### src/rtl/serial_transmitter_if.sv
// serial_transmitter_if
// Producer-side handshake bundle for the serial transmitter.
//   tx_data  : word to send, qualified by tx_valid
//   tx_valid : producer has a word
//   tx_ready : transmitter can accept a word this cycle
// Modports:
//   master : producer (FIFO / control logic) driving words in
//   slave  : the transmitter consuming words
interface serial_transmitter_if #(
  parameter int DATA_WIDTH = 8
) ();
  logic [DATA_WIDTH-1:0] tx_data;
  logic                  tx_valid;
  logic                  tx_ready;

  modport master (
    output tx_data,
    output tx_valid,
    input  tx_ready
  );

  modport slave (
    input  tx_data,
    input  tx_valid,
    output tx_ready
  );
endinterface

### src/rtl/serial_transmitter.sv
// serial_transmitter
// Parallel-to-serial transmitter for the single-wire framed serial link.
// Each accepted word is sent as one frame on `out`:
//   start bit (1), DATA_WIDTH data bits LSB first, odd parity bit, stop bit (1).
// Each bit is held for CLKS_PER_BIT clocks; the idle line level is 0.
// A stop bit may be followed directly by the next start bit.
//
// Parameters:
//   DATA_WIDTH   : payload bits per frame
//   CLKS_PER_BIT : clocks per bit (>= 1; 1 when feeding the existing receiver)
//
// Ports:
//   clk   : system clock, rising edge
//   rst   : synchronous, active-high reset (aborts any frame in flight)
//   tx_if : slave side of the valid/ready word handshake
//   out   : serial line, registered, 0 when idle
//   busy  : registered, 1 while a frame (START..STOP) is on the line
//   done  : registered, one-cycle pulse on the final clock of the stop bit
//
// Build option:
//   TX_SKID_EN : when defined, adds a one-entry holding register (word +
//                parity) so the producer can hand over the next word at any
//                point during a frame. Line format and timing are unchanged.
module serial_transmitter #(
  parameter int DATA_WIDTH   = 8,
  parameter int CLKS_PER_BIT = 1
) (
  input  logic                    clk,
  input  logic                    rst,
  serial_transmitter_if.slave     tx_if,
  output logic                    out,
  output logic                    busy,
  output logic                    done
);

  // Counters need at least one bit even when the range collapses to a single value.
  localparam int BAUD_W = (CLKS_PER_BIT > 1) ? $clog2(CLKS_PER_BIT) : 1;
  localparam int BIT_W  = (DATA_WIDTH > 1) ? $clog2(DATA_WIDTH) : 1;

  typedef enum logic [2:0] {
    S_IDLE   = 3'd0,
    S_START  = 3'd1,
    S_DATA   = 3'd2,
    S_PARITY = 3'd3,
    S_STOP   = 3'd4
  } state_e;

  // Odd parity: data plus parity bit always carries an odd number of ones.
  function automatic logic odd_parity(input logic [DATA_WIDTH-1:0] d);
    return ~(^d);
  endfunction

  state_e                  state_q, state_d;
  logic [BAUD_W-1:0]       baud_q, baud_d;
  logic [BIT_W-1:0]        bit_q, bit_d;
  logic [DATA_WIDTH-1:0]   shreg_q, shreg_d;
  logic                    par_q, par_d;
  logic                    out_q, out_d;
  logic                    busy_q, busy_d;
  logic                    done_q, done_d;

  logic                    baud_last_s;
  logic                    bit_last_s;
  logic                    stop_end_s;
  logic                    frame_slot_s;
  logic                    accept_s;
  logic                    ready_s;
  logic                    load_s;
  logic [DATA_WIDTH-1:0]   load_data_s;
  logic                    load_par_s;

`ifdef TX_SKID_EN
  logic [DATA_WIDTH-1:0]   skid_data_q, skid_data_d;
  logic                    skid_par_q, skid_par_d;
  logic                    skid_full_q, skid_full_d;
`endif

  assign baud_last_s  = (baud_q == BAUD_W'(CLKS_PER_BIT - 1));
  assign bit_last_s   = (bit_q == BIT_W'(DATA_WIDTH - 1));
  assign stop_end_s   = (state_q == S_STOP) && baud_last_s;
  // A new frame can begin from idle or straight after the last stop-bit clock.
  assign frame_slot_s = (state_q == S_IDLE) || stop_end_s;
  assign accept_s     = tx_if.tx_valid && tx_if.tx_ready;

`ifdef TX_SKID_EN
  assign ready_s = !skid_full_q;
`else
  assign ready_s = frame_slot_s;
`endif

  assign tx_if.tx_ready = ready_s;
  assign out            = out_q;
  assign busy           = busy_q;
  assign done           = done_q;

  // Choose whether a new frame starts next and where its word comes from.
  always_comb begin
    load_s      = 1'b0;
    load_data_s = tx_if.tx_data;
    load_par_s  = odd_parity(tx_if.tx_data);
`ifdef TX_SKID_EN
    skid_data_d = skid_data_q;
    skid_par_d  = skid_par_q;
    skid_full_d = skid_full_q;
    // A buffered word always goes before anything newly offered.
    if (frame_slot_s && skid_full_q) begin
      load_s      = 1'b1;
      load_data_s = skid_data_q;
      load_par_s  = skid_par_q;
      skid_full_d = 1'b0;
    end else if (frame_slot_s && accept_s) begin
      load_s = 1'b1;
    end else begin
      load_s = 1'b0;
    end
    // Words that cannot start a frame right now are parked in the buffer.
    if (accept_s && !(frame_slot_s && !skid_full_q)) begin
      skid_data_d = tx_if.tx_data;
      skid_par_d  = odd_parity(tx_if.tx_data);
      skid_full_d = 1'b1;
    end else begin
      skid_data_d = skid_data_d;
    end
`else
    if (frame_slot_s && accept_s) begin
      load_s = 1'b1;
    end else begin
      load_s = 1'b0;
    end
`endif
  end

  // Frame sequencer: next state, bit/baud counters and shift register.
  always_comb begin
    state_d = state_q;
    baud_d  = baud_q;
    bit_d   = bit_q;
    shreg_d = shreg_q;
    par_d   = par_q;
    case (state_q)
      S_IDLE: begin
        if (load_s) begin
          state_d = S_START;
          baud_d  = {BAUD_W{1'b0}};
          bit_d   = {BIT_W{1'b0}};
          shreg_d = load_data_s;
          par_d   = load_par_s;
        end else begin
          state_d = S_IDLE;
        end
      end
      S_START: begin
        if (baud_last_s) begin
          state_d = S_DATA;
          baud_d  = {BAUD_W{1'b0}};
        end else begin
          baud_d = baud_q + BAUD_W'(1'b1);
        end
      end
      S_DATA: begin
        if (baud_last_s) begin
          baud_d  = {BAUD_W{1'b0}};
          shreg_d = {1'b0, shreg_q[DATA_WIDTH-1:1]};
          if (bit_last_s) begin
            state_d = S_PARITY;
            bit_d   = {BIT_W{1'b0}};
          end else begin
            bit_d = bit_q + BIT_W'(1'b1);
          end
        end else begin
          baud_d = baud_q + BAUD_W'(1'b1);
        end
      end
      S_PARITY: begin
        if (baud_last_s) begin
          state_d = S_STOP;
          baud_d  = {BAUD_W{1'b0}};
        end else begin
          baud_d = baud_q + BAUD_W'(1'b1);
        end
      end
      S_STOP: begin
        if (baud_last_s) begin
          baud_d = {BAUD_W{1'b0}};
          bit_d  = {BIT_W{1'b0}};
          if (load_s) begin
            state_d = S_START;
            shreg_d = load_data_s;
            par_d   = load_par_s;
          end else begin
            state_d = S_IDLE;
          end
        end else begin
          baud_d = baud_q + BAUD_W'(1'b1);
        end
      end
      default: begin
        state_d = S_IDLE;
        baud_d  = {BAUD_W{1'b0}};
        bit_d   = {BIT_W{1'b0}};
      end
    endcase
  end

  // Line outputs are decoded from the next state so they change on the same
  // edge as the state register (accept at edge k puts the start bit out at k).
  always_comb begin
    out_d  = 1'b0;
    busy_d = (state_d != S_IDLE);
    done_d = (state_d == S_STOP) && (baud_d == BAUD_W'(CLKS_PER_BIT - 1));
    case (state_d)
      S_IDLE:   out_d = 1'b0;
      S_START:  out_d = 1'b1;
      S_DATA:   out_d = shreg_d[0];
      S_PARITY: out_d = par_d;
      S_STOP:   out_d = 1'b1;
      default:  out_d = 1'b0;
    endcase
  end

  // State and output registers with synchronous reset.
  always_ff @(posedge clk) begin
    if (rst) begin
      state_q <= S_IDLE;
      baud_q  <= {BAUD_W{1'b0}};
      bit_q   <= {BIT_W{1'b0}};
      shreg_q <= {DATA_WIDTH{1'b0}};
      par_q   <= 1'b0;
      out_q   <= 1'b0;
      busy_q  <= 1'b0;
      done_q  <= 1'b0;
    end else begin
      state_q <= state_d;
      baud_q  <= baud_d;
      bit_q   <= bit_d;
      shreg_q <= shreg_d;
      par_q   <= par_d;
      out_q   <= out_d;
      busy_q  <= busy_d;
      done_q  <= done_d;
    end
  end

`ifdef TX_SKID_EN
  // Holding register for the next word while a frame is on the line.
  always_ff @(posedge clk) begin
    if (rst) begin
      skid_data_q <= {DATA_WIDTH{1'b0}};
      skid_par_q  <= 1'b0;
      skid_full_q <= 1'b0;
    end else begin
      skid_data_q <= skid_data_d;
      skid_par_q  <= skid_par_d;
      skid_full_q <= skid_full_d;
    end
  end
`endif

endmodule
### src/flat_wrapper.sv
// flat-port wrapper written by rule: the top's interface ports become plain ports
module serial_transmitter_flat 
#(
  parameter int DATA_WIDTH   = 8,
  parameter int CLKS_PER_BIT = 1
)
  (clk, rst, out, busy, done, tx_if_tx_data, tx_if_tx_valid, tx_if_tx_ready);
  serial_transmitter_if #(.DATA_WIDTH(DATA_WIDTH)) tx_if_i ();
  input  logic clk;
  input  logic rst;
  output logic out;
  output logic busy;
  output logic done;
  input wire logic [$bits(tx_if_i.tx_data)-1:0] tx_if_tx_data;
  input wire logic [$bits(tx_if_i.tx_valid)-1:0] tx_if_tx_valid;
  output wire logic [$bits(tx_if_i.tx_ready)-1:0] tx_if_tx_ready;
  assign tx_if_i.tx_data = tx_if_tx_data;
  assign tx_if_i.tx_valid = tx_if_tx_valid;
  assign tx_if_tx_ready = tx_if_i.tx_ready;
  serial_transmitter #(.DATA_WIDTH(DATA_WIDTH), .CLKS_PER_BIT(CLKS_PER_BIT)) u_core (.clk(clk), .rst(rst), .tx_if(tx_if_i), .out(out), .busy(busy), .done(done));
endmodule
### config.mk
export PLATFORM = sky130hd
export DESIGN_NAME = serial_transmitter_flat
export DESIGN_NICKNAME = d
export VERILOG_FILES = /design/src/rtl/serial_transmitter_if.sv /design/src/rtl/serial_transmitter.sv /design/src/flat_wrapper.sv
export SDC_FILE = /design/constraint.sdc
export NUM_CORES = 1
export LEC_CHECK = 0
export CORE_MARGIN = 4
export CORE_UTILIZATION = 53
export DETAILED_ROUTE_END_ITERATION = 6
export GPL_ROUTABILITY_DRIVEN = 0
export GPL_TIMING_DRIVEN = 0
export PLACE_DENSITY = 0.74
export SYNTH_ARGS = -nofsm -noshare
export SYNTH_HDL_FRONTEND = slang
export SYNTH_SLANG_ARGS = --single-unit
export TNS_END_PERCENT = 20
### constraint.sdc
create_clock -name clk -period 1.8 [get_ports clk]
set_input_delay 0.45 -clock clk [delete_from_list [all_inputs] [get_ports clk]]
set_output_delay 0.45 -clock clk [all_outputs]
set_load 0.05 [all_outputs]
Word level (Yosys, flattened, before mapping)
Cells that the tools add are included.
{"block": "word_totals", "latchBits": 0, "ff_bits": 19, "ramBits": 0, "memories": 0, "inputBits": 11, "elab_cells": 65, "mem_bits_ro": 0}
{"block": "classes", "shift": 0, "n_addsub": 2, "n_mux": 24, "multipliers": 0, "eq_ne": 12, "div": 0, "bitwise_logic": 4, "n_lt_le_gt_ge": 0, "n_reduce_logical": 14}
{"operator": "3-bit two-way mux", "n": 9}
{"operator": "8-bit two-way mux", "n": 3}
{"operator": "8-bit case mux with 3 select lines", "n": 1}
{"operator": "3-bit case mux with 5 select lines", "n": 1}
{"operator": "3-bit by 2-bit equality test with 1-bit output (second input constant)", "n": 4}
{"operator": "3-bit case mux with 4 select lines", "n": 1}
{"operator": "3-bit equality test (second input constant)", "n": 3}
{"operator": "8-bit parity", "n": 1}
{"operator": "3-bit by 1-bit equality test with 1-bit output (second input constant)", "n": 2}
{"operator": "1-bit two-way mux", "n": 6}
{"operator": "3-bit nonzero test", "n": 2}
{"operator": "1-bit logical AND", "n": 4}
{"operator": "2-bit inequality test (second input constant)", "n": 2}
{"operator": "1-bit inverter", "n": 4}
{"operator": "1-bit case mux with 2 select lines", "n": 2}
{"operator": "4-bit AND reduction", "n": 1}
{"operator": "2-bit OR reduction", "n": 2}
{"operator": "4-bit OR reduction", "n": 1}
{"operator": "3-bit by 1-bit adder with 3-bit output (second input constant)", "n": 1}
{"operator": "3-bit zero test", "n": 1}
{"operator": "1-bit case mux with 3 select lines", "n": 1}
{"operator": "3-bit AND reduction", "n": 1}
{"operator": "2-bit by 1-bit inequality test with 1-bit output (second input constant)", "n": 1}
{"operator": "1-bit adder (second input constant)", "n": 1}
{"operator": "1-bit logical OR", "n": 1}

Longest topological paths before layout
Gate-level depths: netlist of the first run.
{"block": "depth", "depth_word": 12, "mapped_depth": 6, "depth_no_buf": 6}

Worst setup path after synthesis of the first run
No wires, ideal clock.
{"block": "synth_path", "path_kind": "in2reg", "from": "input tx_if_tx_valid", "to": "register u_core.shreg_q[2]", "arrival_time_ns": 1.279, "setup_slack_ns": 0.397, "stages": 4, "required_ns": 1.675, "setup_time_ns": 0.125, "path_cell_list": "buf_2 > mux2_2 > a222oi_1 > nor2_1"}
{"block": "synth_between", "elab_chain_len": 6}
{"element": "start, declared", "line_no": "flat_wrapper.sv:15", "rtl": "input wire logic [$bits(tx_if_i.tx_valid)-1:0] tx_if_tx_valid;"}
{"element": "1-bit logical AND *", "line_no": "serial_transmitter.sv:83", "rtl": "assign accept_s = tx_if.tx_valid && tx_if.tx_ready;"}
{"element": "1-bit logical AND *", "line_no": "serial_transmitter.sv:125", "rtl": "if (frame_slot_s && accept_s) begin"}
{"element": "1-bit two-way mux *", "line_no": "serial_transmitter.sv:125"}
{"element": "8-bit two-way mux *"}
{"element": "8-bit two-way mux"}
{"element": "8-bit case mux with 3 select lines *"}
{"element": "end signal, assigned", "line_no": "serial_transmitter.sv:227", "rtl": "shreg_q <= {DATA_WIDTH{1'b0}};"}
{"element": "end signal, assigned", "line_no": "serial_transmitter.sv:236", "rtl": "shreg_q <= shreg_d;"}
{"element": "end, declared", "line_no": "serial_transmitter.sv:56", "rtl": "logic [DATA_WIDTH-1:0] shreg_q, shreg_d;"}
Mark *: on every way between the ends. The rest lies on a longest branch, timed or not. The select of a mux whose other input is x is not followed.
A chain may end at the register's enable or synchronous reset.

Final worst setup path of the first run
{"block": "layout_path", "from": "register u_core.state_q[1]", "to": "output tx_if_tx_ready"}
{"block": "layout_between", "elab_chain_len": 3, "word_cells_on_any_way": 4, "cone_classes": "1 x eq/ne; 3 x reduce/logical"}
{"element": "start, declared", "line_no": "serial_transmitter.sv:53", "rtl": "state_e state_q, state_d;"}
{"element": "start signal, assigned", "line_no": "serial_transmitter.sv:233", "rtl": "state_q <= state_d;"}
{"element": "3-bit equality test", "line_no": "serial_transmitter.sv:80", "rtl": "assign stop_end_s = (state_q == S_STOP) && baud_last_s;"}
{"element": "1-bit logical AND", "line_no": "serial_transmitter.sv:80"}
{"element": "1-bit logical OR *", "line_no": "serial_transmitter.sv:82", "rtl": "assign frame_slot_s = (state_q == S_IDLE) || stop_end_s;"}
{"element": "end, declared", "line_no": "flat_wrapper.sv:16", "rtl": "output wire logic [$bits(tx_if_i.tx_ready)-1:0] tx_if_tx_ready;"}
Mark *: on every way between the ends. The rest lies on a longest branch, timed or not.

==> metrics.yaml, run 1 <==
r2r-end: "u_core.out"
synth_top_flop_cell: "dfxtp_1"
drc_errors: 0
cts_max_level: 1
drive_gt1_share_pct: 24.46
start_util_pct: 56.44
skew_ns: 0.01309
drtPass1Iterations: 4
ant_nets: 0
critPathCaptureType: "primary output"
grt_pass1_vias: 972
fin_nets: 153
ys_top_cells_by_area: "dfxtp_1 (34%), mux2_2 (6.0%), a222oi_1 (5.4%)"
grt_max_degree: 12
antenna_cells: 0
status: "completed"
cts_tree: "built"
ys_warn_count: 0
grt_antenna_before_repair: 0
arrival_ns: 1.34
max_cap_viol_count: 0
place_ws_ns: -0.4189
start_kind: "register"
p_seq_share_pct: 48.7
required_ns: 1.35
synth_seq_cells: 19
die-width_um: 53.94
leakagePower_nw: 0.5244
die_area_um2: 2910
yosysTopAreaCellShare_pct: 34.00
finalSetupViolCount: 0
yosysMostFrequentCell: "dfxtp_1"
p_int_uw: 660.1
maxSlewHeadroom_pct: 66.47
clk_latency_ns: 0.31
ys_seq_area_share_pct: 34.00
synthCells: 119
hold_buffers: 0
dpl.hpwl_um: 1759
netlist_area_um2: 1119
finalHoldViolations: 0
synth_nets: 132
track_usage_pct: 19.71
ys_types: 40
wl_per_cell_um: 15.53
r2r_start: "u_core.state_q[2]"
ir_drop_v: 0.0004718
setup_tns_ns: 0
worstHoldPathCells: 2
reg2reg_depth: 5
yosysTopAreaCell: "dfxtp_1"
switchingPower_uw: 295.2
die_h_um: 53.94
worstSetupPathType: "reg2out"
clockRootBuffer: "clkbuf_4"
synthArstFlopShare_pct: 0
path_clk_slew_ns: 0.10
slew_violations: 0
min_path_type: "in2reg"
p_sw_share_pct: 30.90
worstMarginPinSlew_ns: 0.5050
min_from: "rst"
synth-edff-count: 0
dr_total_vias: 976
post-route-period-util_pct: 99.45
cts_sinks: 19
numCtsBuffers: 3
clockPowerShare_pct: 22.9
cp_max_fo: 10
clk_path_buf_depth: 2
holdPathEnd: "u_core.state_q[2]"
gr-total-overflow: 0
powerDensity_nw_per_um2: 706.3
grt_pass1_wl_um: 4112
layout_setup_ws_ns: 0.009865
fp-row-count: 16
wl_um: 2578
postSynthAreaPerCell_um2: 9.400
area_growth_pct: 20.92
coreArea_um2: 1982
r2r_setup_slack_ns: 0.25
numPortBuffers: 13
rsz0062_at_grt: "true"
period_minus_slack_ns: 1.790
synthTopCellsByCount: "dfxtp_1 (19), nor2_1 (10), a21oi_1 (8), o21ai_0 (8), nand2_1 (7)"
max_freq_mhz: 558.6
viasPerCell: 5.880
pin_count: 15
pwr-share-comb_pct: 28.4
drtIter0Drc: 64
-- critical path: stages, from the launching register on --
cell	delay, ns
dfxtp_2	0.35
buf_6	0.14
a211oi_4	0.26
buf_6	0.15
buf_8	0.14
-- cell families (layout without fill, tap and decap cells) --
group	after synthesis	after routing	share of synthesized area [%]
and+or+nand+nor	38	38	19.80
AOI/OAI and AO/OA	35	35	23.49
DFF	19	19	34.00
buffers and inverters	11	31	8.053
xor gates and xnor gates	7	7	5.481
muxes	7	7	6.935
adders and majority gates	2	2	2.237
-- cells in the final DEF, fill, tap and decap left out, types with 4 or more instances in the layout --
cell	n
clkdlybuf4s50_1	9
or3_1	4
nor2b_1	5
buf_4	6
mux2_2	6
a21oi_1	8
nor2_1	10
xnor2_1	6
o21ai_0	8
nand2_1	7
dfxtp_1	16
a222oi_1	6
-- routing by layer --
layer | vias to the layer above | routed length, um | track usage (%)
li1 | 482 | - | -
met1 | 459 | 1076 | 24.03
met2 | 28 | 1326 | 33.67
met3 | 7 | 122 | 2.493
met4 | 0 | 52 | 9.787
met5 | - | 0 | 0
-- how the worst max path moves through the flow --
stage                 startpoint                end  slack (ns)
5_1_grt        u_core.state_q[1]     tx_if_tx_ready       -0.03
3_5_place_dp   u_core.state_q[2]     tx_if_tx_ready       -0.42
3_3_place_gp   u_core.state_q[2]     tx_if_tx_ready       -0.42
4_1_cts            u_core.baud_q     tx_if_tx_ready       -0.06
2_1_floorplan     tx_if_tx_valid  u_core.shreg_q[2]        0.40
6_report       u_core.state_q[1]     tx_if_tx_ready        0.01
-- area by class of cell --
type / instances / area (um^2)
multi-input combinational: 89 / 655.6
inverter: 3 / 11.26
tap: 27 / 33.78
clock inverter: 1 / 5.005
clock buffer: 3 / 22.52
sequential: 19 / 389.1
buffer: 6 / 66.31
timing repair buffer: 18 / 168.9
fill: 159 / 629.4
-- registers in the layout, summed over array words and instances (netlist names) --
signal          cells
u_core.shreg_q      8
u_core.busy         1
u_core.state_q      3
u_core.out          1
u_core.baud_q       1
u_core.done         1
u_core.par_q        1
u_core.bit_q        3
-- power by group through the flow --
stage	sequential [mW]	combinational, mW	clock (mW)
after global routing	0.469	0.293	0.239
after CTS	0.466	0.257	0.228
after global placement	0.474	0.247	0
final	0.465	0.271	0.219
after detailed placement	0.475	0.253	0
after floorplan	0.486	0.172	0
-- timing repair --
action                                  4_1_cts  5_1_grt
pin swaps                                     0        1
endpoints found under the setup margin        4        6
resized for setup                            11        9
setup buffers                                 1        4
-- metrics by stage --
step	instance area, um^2	hold slack [ns]	total power [mW]	utilization (%)	instances
after floorplan	1119	0.4532	0.6577	-	119
after global placement	1282	0.4615	0.7216	64.71	159
after detailed placement	1282	0.4758	0.7276	64.71	159
after CTS	1316	0.3634	0.9508	66.41	164
after global routing	1353	0.3755	1.001	68.24	166
final	1353	0.3710	0.9553	68.24	166
(Power assumes the default switching activity.)
==> run 2: changes to the inputs <==
--- a/config.mk
+++ b/config.mk
@@ -5,11 +5,12 @@
 export SDC_FILE = /design/constraint.sdc
 export NUM_CORES = 1
 export LEC_CHECK = 0
-export CORE_MARGIN = 4
+export CORE_MARGIN = 2
 export CORE_UTILIZATION = 53
 export DETAILED_ROUTE_END_ITERATION = 6
 export GPL_ROUTABILITY_DRIVEN = 0
 export GPL_TIMING_DRIVEN = 0
+export HOLD_SLACK_MARGIN = 0.08
 export PLACE_DENSITY = 0.74
 export SYNTH_ARGS = -nofsm -noshare
 export SYNTH_HDL_FRONTEND = slang
==> metrics.yaml, run 2 (synthesis gave the netlist of run 1 again) <==
pin_count: 15  # unchanged
numCtsBuffers: 3  # unchanged
coreArea_um2: 1982  # unchanged
drtIter0Drc: 43  # -33%
antenna_cells: 0  # unchanged
drtPass1Iterations: 4  # unchanged
p_seq_share_pct: 49.0  # +0.3 points
ant_nets: 0  # unchanged
switchingPower_uw: 288.5  # -2.2%
drive_gt1_share_pct: 23.36  # -1.1 points
final_cells: 164  # -1.2%
crit_end: "tx_if_tx_ready"
fp-row-count: 16  # unchanged
wl_um: 2440  # -5.4%
finalHoldViolations: 0  # unchanged
post-place-cells: 159  # unchanged
dr_total_vias: 962  # -1.4%
powerDensity_nw_per_um2: 699.7  # -0.94%
fin_util_pct: 68.31  # about the same
cts_sinks: 19  # unchanged
required_ns: 1.35  # about the same
clk_latency_ns: 0.31  # about the same
critPathCaptureType: "primary output"
slew_violations: 0  # unchanged
start_util_pct: 56.44  # unchanged
viasPerCell: 5.866  # -0.23%
slowest_stage: "dfxtp_4"
die_area_um2: 2494  # -14%
r2r-end: "u_core.out"
die-width_um: 49.94  # -7.4%
max_freq_mhz: 567.6  # +1.6%
worstSetupPathType: "reg2out"
path_cells: "buf_12 > a211oi_4 > buf_6 > buf_8"
layout_setup_ws_ns: 0.03830  # +0.02843 ns
leakagePower_nw: 0.5183  # -1.2%
max_cap_viol_count: 0  # unchanged
grt_pass1_vias: 1004  # +3.3%
worstMarginPinSlew_ns: 0.4879  # -0.01713 ns
finalSetupViolCount: 0  # unchanged
max_stage_delay_ns: 0.37  # +0.02 ns
p_int_uw: 658.7  # -0.22%
cp_max_fo: 10  # unchanged
grt_pass1_wl_um: 4457  # +8.4%
final_common_cell: "dfxtp_1"
pwr-share-comb_pct: 28.4  # about the same
arrival_ns: 1.31  # -0.03 ns
die_h_um: 49.94  # -7.4%
post-route-period-util_pct: 97.87  # -1.6 points
period_minus_slack_ns: 1.762  # -0.02843 ns
regMostFlops: "u_core.shreg_q"
crit_buf_inv: 3  # unchanged
numPortBuffers: 13  # unchanged
grt_max_degree: 12  # unchanged
crit_cells: 4  # unchanged
grt_antenna_before_repair: 0  # unchanged
min_path_type: "in2reg"
wl_per_cell_um: 14.88  # -4.2%
top_regs: "u_core.shreg_q (8), u_core.bit_q (3), u_core.state_q (3)"
cts_tree: "built"
cts_max_level: 1  # unchanged
skew_ns: 0.01695  # +0.003864 ns
reg2reg_depth: 5  # unchanged
status: "completed"
clk_path_buf_depth: 2  # unchanged
maxSlewHeadroom_pct: 67.60  # +1.1 points
largest_reg_flops: 8  # unchanged
start_kind: "register"
clockPowerShare_pct: 22.7  # -0.2 points
r2r_setup_slack_ns: 0.29  # +0.04 ns
ir_drop_v: 0.0005437  # +15%
fin_nets: 151  # -1.3%
clockRootBuffer: "clkbuf_4"
drc_errors: 0  # unchanged
path_delay_family: "buffers and inverters"
p_sw_share_pct: 30.46  # -0.43 points
r2r_start: "u_core.bit_q[0]"
crit_start: "u_core.state_q[2]"
place_ws_ns: -0.4273  # -0.008397 ns
area_growth_pct: 21.03  # about the same
dpl.hpwl_um: 1796  # +2.1%
layout_common_cells: "dfxtp_1 (16), nor2_1 (10), clkdlybuf4s50_1 (9)"
gr-total-overflow: 0  # unchanged
path_clk_slew_ns: 0.09  # about the same
track_usage_pct: 23.17  # +3.5 points
==> run 2: final cells by class <==
class	instances	area, um^2
flip-flops and latches	19	389.1
clock buffers	3	22.52
multi-input cells	89	655.6
fillers	164	628.1
clock inverters	1	5.005
plain buffers	7	90.09
well taps	27	33.78
inverters	3	11.26
repair buffers	15	146.4
==> run 2: power groups by stage <==
stage                     clock (mW)  sequential [mW]  combinational [mW]
after floorplan                    0            0.486               0.172
after global routing           0.241            0.467               0.294
after detailed placement           0            0.476               0.253
final                          0.215            0.464               0.269
after global placement             0            0.474               0.247
after CTS                      0.223            0.466               0.257
==> run 2: worst min-delay path by stage <==
stage	from	end	slack [ns]	cells after the start
after floorplan	u_core.bit_q[1]	u_core.bit_q[1]	0.45	2
after detailed placement	u_core.bit_q[1]	u_core.bit_q[1]	0.48	2
after global placement	u_core.bit_q[1]	u_core.bit_q[1]	0.46	2
final	rst	u_core.state_q[2]	0.37	2
after global routing	rst	u_core.state_q[2]	0.37	2
after CTS	rst	u_core.state_q[2]	0.36	2
==> run 2: worst register-to-register path, stage by stage (launching register included) <==
cell and delay (ns):
dfxtp_1 0.35, ha_1 0.20, ha_1 0.22, a32oi_1 0.21
o22ai_1 0.12, o31a_1 0.29
==> run 2: timing repair <==
item,in CTS,in global routing
resized for setup,12,11
pin swaps,0,1
hold endpoints to repair,0,0
hold buffers,0,0
endpoints found under the setup margin,4,6
setup buffers,1,1
cloned,0,0
==> run 2: per-layer routing <==
layer  vias to the layer above  wire length (um)  track usage, %
met4                         0                31           8.333
met2                        26              1202           40.44
met3                         4                78           2.727
met5                         -                 0               0
li1                        474                 -               -
met1                       458              1127           29.11
==> run 2: through the flow <==
step | cell area [um^2] | hold slack [ns] | total power [mW] | TNS [ns]
floorplan | 1119 | 0.4532 | 0.6577 | 0
detailed placement | 1282 | 0.4803 | 0.7290 | -2.668
global route | 1354 | 0.3706 | 1.002 | -0.006944
global placement | 1282 | 0.4616 | 0.7212 | -2.154
finish | 1354 | 0.3736 | 0.9472 | 0
CTS | 1318 | 0.3639 | 0.9459 | -0.02409
